===== src/rtl/rresp_collect_if.sv =====
// Signal bundle between the AXI R channel master, the line collector and the line consumer.
// The collector takes the slave view; the bench and surrounding logic take the master view.
interface rresp_collect_if #(
    parameter int DATA_W = 16,
    parameter int LINE_W = 256,
    parameter int ID_W   = 4,
    parameter int BCNT_W = $clog2(LINE_W / DATA_W) + 1
);
    logic              rvalid;
    logic              rready;
    logic [DATA_W-1:0] rdata;
    logic [1:0]        rresp;
    logic              rlast;
    logic [ID_W-1:0]   rid;
    logic              line_vld;
    logic              line_rdy;
    logic [LINE_W-1:0] line_data;
    logic [ID_W-1:0]   line_id;
    logic [BCNT_W-1:0] line_beats;
    logic              line_err;

    modport slave (
        input  rvalid, rdata, rresp, rlast, rid, line_rdy,
        output rready, line_vld, line_data, line_id, line_beats, line_err
    );

    modport master (
        output rvalid, rdata, rresp, rlast, rid, line_rdy,
        input  rready, line_vld, line_data, line_id, line_beats, line_err
    );
endinterface


===== src/rtl/rresp_collect.sv =====
// Packs AXI R beats into one line and hands it to the consumer with ID, beat count and error flag.
// Two states: COLLECT accepts beats, HOLD presents the finished line until it is taken.
module rresp_collect #(
    parameter int DATA_W = 16,
    parameter int LINE_W = 256,
    parameter int ID_W   = 4
) (
    input  logic           clk,
    input  logic           rst_n,
    rresp_collect_if.slave bus
);
    localparam int BEATS  = LINE_W / DATA_W;
    localparam int CNT_W  = $clog2(BEATS);
    localparam int BCNT_W = CNT_W + 1;

    typedef enum logic {COLLECT, HOLD} state_t;

    state_t            state;
    state_t            state_nxt;
    logic              rdy_q;
    logic              vld_q;
    logic [CNT_W-1:0]  cnt;
    logic [LINE_W-1:0] data_q;
    logic [ID_W-1:0]   id_q;
    logic [BCNT_W-1:0] beats_q;
    logic              err_q;

    logic accept;
    logic take;
    logic last_slot;
    logic beat_err;

    // rready and line_vld are registered copies of the next state, so the
    // R channel never sees a combinational path from rvalid back to rready.
    assign accept    = bus.rvalid & rdy_q & (state == COLLECT);
    assign take      = vld_q & bus.line_rdy;
    assign last_slot = (cnt == CNT_W'(BEATS - 1));
    assign beat_err  = (bus.rresp == 2'b10) || (bus.rresp == 2'b11)
                     || ((cnt != '0) && (bus.rid != id_q))
                     || (last_slot && !bus.rlast);

    always_ff @(posedge clk or negedge rst_n) begin
        if (!rst_n) begin
            state <= COLLECT;
            rdy_q <= 1'b0;
            vld_q <= 1'b0;
        end else begin
            state <= state_nxt;
            rdy_q <= (state_nxt == COLLECT);
            vld_q <= (state_nxt == HOLD);
        end
    end

    always_comb begin
        state_nxt = state;
        case (state)
            COLLECT: if (accept && (bus.rlast || last_slot)) state_nxt = HOLD;
            HOLD:    if (take) state_nxt = COLLECT;
            default: state_nxt = COLLECT;
        endcase
    end

    // A full line without rlast closes here with the error flag; the rest of
    // that burst opens a new line after the handoff.
    always_ff @(posedge clk or negedge rst_n) begin
        if (!rst_n) begin
            cnt     <= '0;
            data_q  <= '0;
            id_q    <= '0;
            beats_q <= '0;
            err_q   <= 1'b0;
        end else if (accept) begin
            data_q[cnt*DATA_W +: DATA_W] <= bus.rdata;
            beats_q <= {1'b0, cnt} + BCNT_W'(1);
            err_q   <= err_q | beat_err;
            if (cnt == '0) id_q <= bus.rid;
            if (!last_slot) cnt <= cnt + CNT_W'(1);
        end else if (take) begin
            cnt     <= '0;
            data_q  <= '0;
            beats_q <= '0;
            err_q   <= 1'b0;
        end
    end

    assign bus.rready     = rdy_q;
    assign bus.line_vld   = vld_q;
    assign bus.line_data  = data_q;
    assign bus.line_id    = id_q;
    assign bus.line_beats = beats_q;
    assign bus.line_err   = err_q;
endmodule

===== src/flat_wrapper.sv =====
// flat-port wrapper written by rule: the top's interface ports become plain ports
module rresp_collect_flat 
#(
    parameter int DATA_W = 16,
    parameter int LINE_W = 256,
    parameter int ID_W   = 4
)
  (clk, rst_n, bus_rvalid, bus_rdata, bus_rresp, bus_rlast, bus_rid, bus_line_rdy, bus_rready, bus_line_vld, bus_line_data, bus_line_id, bus_line_beats, bus_line_err);
  rresp_collect_if #(.DATA_W(DATA_W), .LINE_W(LINE_W), .ID_W(ID_W)) bus_i ();
  input  logic clk;
  input  logic rst_n;
  input wire logic [$bits(bus_i.rvalid)-1:0] bus_rvalid;
  input wire logic [$bits(bus_i.rdata)-1:0] bus_rdata;
  input wire logic [$bits(bus_i.rresp)-1:0] bus_rresp;
  input wire logic [$bits(bus_i.rlast)-1:0] bus_rlast;
  input wire logic [$bits(bus_i.rid)-1:0] bus_rid;
  input wire logic [$bits(bus_i.line_rdy)-1:0] bus_line_rdy;
  output wire logic [$bits(bus_i.rready)-1:0] bus_rready;
  output wire logic [$bits(bus_i.line_vld)-1:0] bus_line_vld;
  output wire logic [$bits(bus_i.line_data)-1:0] bus_line_data;
  output wire logic [$bits(bus_i.line_id)-1:0] bus_line_id;
  output wire logic [$bits(bus_i.line_beats)-1:0] bus_line_beats;
  output wire logic [$bits(bus_i.line_err)-1:0] bus_line_err;
  assign bus_i.rvalid = bus_rvalid;
  assign bus_i.rdata = bus_rdata;
  assign bus_i.rresp = bus_rresp;
  assign bus_i.rlast = bus_rlast;
  assign bus_i.rid = bus_rid;
  assign bus_i.line_rdy = bus_line_rdy;
  assign bus_rready = bus_i.rready;
  assign bus_line_vld = bus_i.line_vld;
  assign bus_line_data = bus_i.line_data;
  assign bus_line_id = bus_i.line_id;
  assign bus_line_beats = bus_i.line_beats;
  assign bus_line_err = bus_i.line_err;
  rresp_collect #(.DATA_W(DATA_W), .LINE_W(LINE_W), .ID_W(ID_W)) u_core (.clk(clk), .rst_n(rst_n), .bus(bus_i));
endmodule

===== config.mk =====
export PLATFORM = sky130hd
export DESIGN_NAME = rresp_collect_flat
export DESIGN_NICKNAME = d
export VERILOG_FILES = /design/src/rtl/rresp_collect_if.sv /design/src/rtl/rresp_collect.sv /design/src/flat_wrapper.sv
export SDC_FILE = /design/constraint.sdc
export NUM_CORES = 1
export LEC_CHECK = 0
export ABC_AREA = 1
export CORE_ASPECT_RATIO = 0.9
export CORE_MARGIN = 2
export CORE_UTILIZATION = 55
export CTS_BUF_LIST = sky130_fd_sc_hd__clkbuf_8
export DETAILED_ROUTE_END_ITERATION = 10
export PLACE_DENSITY = 0.95
export SYNTH_ARGS = -nofsm -noshare
export SYNTH_HDL_FRONTEND = slang
export SYNTH_SLANG_ARGS = --single-unit

===== constraint.sdc =====
create_clock -name clk -period 3.15 [get_ports clk]
set_input_delay 0.315 -clock clk [delete_from_list [all_inputs] [get_ports clk]]
set_output_delay 0.315 -clock clk [all_outputs]
set_load 0.01 [all_outputs]

==> results.md <==
* Maximum VDD drop at 0.507 mV
* Wire per inst at 21.6 um
* Later-pin clock latency in the skew report at 0.56 ns
* Crit Path Max Fanout at 16
* PD cells at 700 nW/um2
* Skew final at 0.0214 ns
* First drt pass iteration count at 6
* Die width at 158 um
* Cell family with most CP delay: simple AND/OR/NAND/NOR gates
* Crit path top cell by count: nand2_1
* Seq/Total Area, Yosys at 57.7%
* Min Tclk post-route at 2.90 ns
* Max H-tree Level at 2
* Largest net degree at the start of global routing at 156
* Mapped Nets at 1344
* Status: finished clean
* Max Cap Viol at 0
* Ordered list of cells on the worst path: clkinv_1 -> ha_1 -> inv_1 -> nand2_1 -> nand2_2 -> inv_2 -> nor2_4 -> nand2_1 -> nand3_1 -> nand2_1
* Nets@finish at 1612
* CP required at 3.59 ns
* Placer Congestion at 0.910
* Vias in the first global route at 11237
* DP Area at 15000 um2
* Multi-input logic area at 4340 um2
* Buf/Inv on CP at 3
* Unrepaired setup endpoints after global routing: false
* Max Transition Viols Final at 0
* Synthesized area per cell at 8.98 um2
* Post-route ant nets at 0
* Die Y at 143 um
* Final period utilization at 91.9%
* Final setup TNS at 0 ns
* First-pass GRT wire length at 62700 um
* Layout area overhead at 34.6%
* Synth unique cells at 31
* Worst Setup Start Kind: flip-flop
* Final hold vios at 0
* FMAX at 0.345 GHz
* Port Buffers at 293
* Final wirelength at 41100 um
* TritonCTS clock tree: yes
* Clock sink count at 272
* DR vias at 11674
* HPWL after DPL at 26600 um
* Final setup viols at 0
* DRC viols at 0
* Initial Util at 56.3%
* Final-layout fill cell count at 1327
* Max stage delay on crit path at 0.54 ns
* Avg Vias per Cell at 6.14
* Post-CTS sizing at 0
* Slew @ Worst Pin at 1.00 ns
* Tightest Hold Check Type: in2async
* Leak at 7.78 nW
* Critical path type: reg2reg
* Crit-path slowest cell: nand2_1
* Max Root-Sink Buffers at 3
* CTS Root Cell: clkbuf_8
* Synth Instances at 1314
* Core ar. at 21000 um2
* CP arrival at 3.34 ns
* Row count at 50
* Grt ovf at 0
* Share of cells above drive strength 1 at 8.24%
* Total track usage at 36.3%
* Diodes inserted at 0
* Register area at 6810 um2
* Seq cells post-synth at 272
* Yosys Warn Count at 0
* # IOs at 295
* Cell Area, Synth at 11800 um2
* CTS buffer count at 44
* Die ar. at 22700 um2
* Critical path endpoint category: flip-flop
* Initial DRC count at 1368
* Initial antenna violation count at 0
* Worst-path clk slew at 0.06 ns
* Post-route cell area at 15900 um2
* Max_slew headroom at 32.6%
## what timing repair did
| item | 4_1_cts | 5_1_grt |
|---|---|---|
| buffers inserted | 0 | 0 |
| hold endpoints to repair | 76 | 0 |
| hold buffers | 1 | 0 |
## placed cells by master (no fill, tap or decap), drive strengths merged
master,Yosys,layout
mux2,4,4
nand4,87,87
ha,3,3
xnor2,4,4
buf,72,38
dlygate4sd3,0,1
clkinvlp,0,3
nand2,242,242
nand3,366,366
nor3,36,36
clkinv,2,6
o21ai,71,71
clkbuf,37,62
dfrtp,272,272
inv,45,54
a21oi,2,2
o31ai,1,1
clkdlybuf4s50,0,292
nor2,69,69
a21o,1,1
## final cells by class
cell class / count / share of cell area, %
timing repair buffer: 331 / 20.6
sequential: 272 / 42.8
clock inverter: 16 / 0.480
multi-input combinational: 886 / 27.3
inverter: 47 / 1.12
tap: 286 / 2.25
clock buffer: 62 / 5.37
## final timing paths
check / slack [ns] / depth (start not counted) / from / to
worst max-delay path: 0.25 / 10 / u_core.cnt[0] / u_core.bus.line_data[134]
worst min-delay path: 0.36 / 2 / rst_n / u_core.bus.line_data[227]
worst max register to register: 0.25 / 10 / u_core.cnt[0] / u_core.bus.line_data[134]
worst min register to register: 0.48 / 2 / u_core.bus.line_beats[0] / u_core.bus.line_beats[0]
max in group asynchronous: 1.95 / 3 / rst_n / u_core.bus.line_data[233]
min in group clk: 0.39 / 3 / bus_rresp[1] / u_core.bus.line_err
## kinds of logic (layout without fill, tap and decap cells)
kind of cell | Yosys count | after routing | synth area share (%)
buffers and inverters | 156 | 456 | 5.74
DFF | 272 | 272 | 57.7
muxes | 4 | 4 | 0.382
adders and majority gates | 3 | 3 | 0.318
AOI/OAI and AO/OA | 75 | 75 | 3.22
and+or+nand+nor | 800 | 800 | 32.4
xor gates and xnor gates | 4 | 4 | 0.297
## synthesized netlist by cell type (all sizes together)
master	count	area (um2)
nand3	366	1840
dfrtp	272	6810
nand2	242	931
nand4	87	557
buf	72	362
o21ai	71	355
nor2	69	295
inv	45	169
clkbuf	37	139
nor3	36	203
mux2	4	45.0
xnor2	4	35.0
ha	3	37.5
a21oi	2	10.0
clkinv	2	8.75
a21o	1	7.51
o31ai	1	7.51
## per-layer routing
layer / global-route usage, % / vias up / share of wire [%]
met2: 55.0 / 819 / 46
met3: 12.0 / 168 / 12
met5: 0 / - / 0
met4: 18.3 / 0 / 5.3
met1: 47.2 / 5635 / 37
li1: - / 5052 / -
## through the flow
| stage | hold slack (ns) | cells | power (mW) | worst slack, ns | utilization (%) |
|---|---|---|---|---|---|
| 2_1_floorplan | 0.0194 | 1314 | 6.44 | 1.04 | - |
| 3_3_place_gp | 0.338 | 1821 | 7.73 | 0.505 | 71.3 |
| 3_5_place_dp | 0.345 | 1821 | 7.85 | 0.366 | 71.3 |
| 4_1_cts | 0.359 | 1900 | 11.0 | 0.331 | 75.8 |
| 5_1_grt | 0.404 | 1900 | 11.6 | 0.0809 | 75.8 |
| 6_report | 0.357 | 1900 | 11.1 | 0.254 | 75.8 |
## sequential cells by signal, indices dropped and copies added (netlist names)
register and flops:
u_core.bus.line_beats 5, u_core.bus.line_data 256, u_core.bus.line_err 1, u_core.bus.line_id 4, u_core.bus.rready 1, u_core.cnt 4
u_core.state 1
## power by group
group	switching, mW	total (mW)	internal, mW
Clock	1.44	3.19	1.74
Combinational	2.92	3.99	1.06
Sequential	0.213	3.95	3.74
Total	4.58	11.1	6.55
Note: power is estimated with default switching activity, not from simulation.
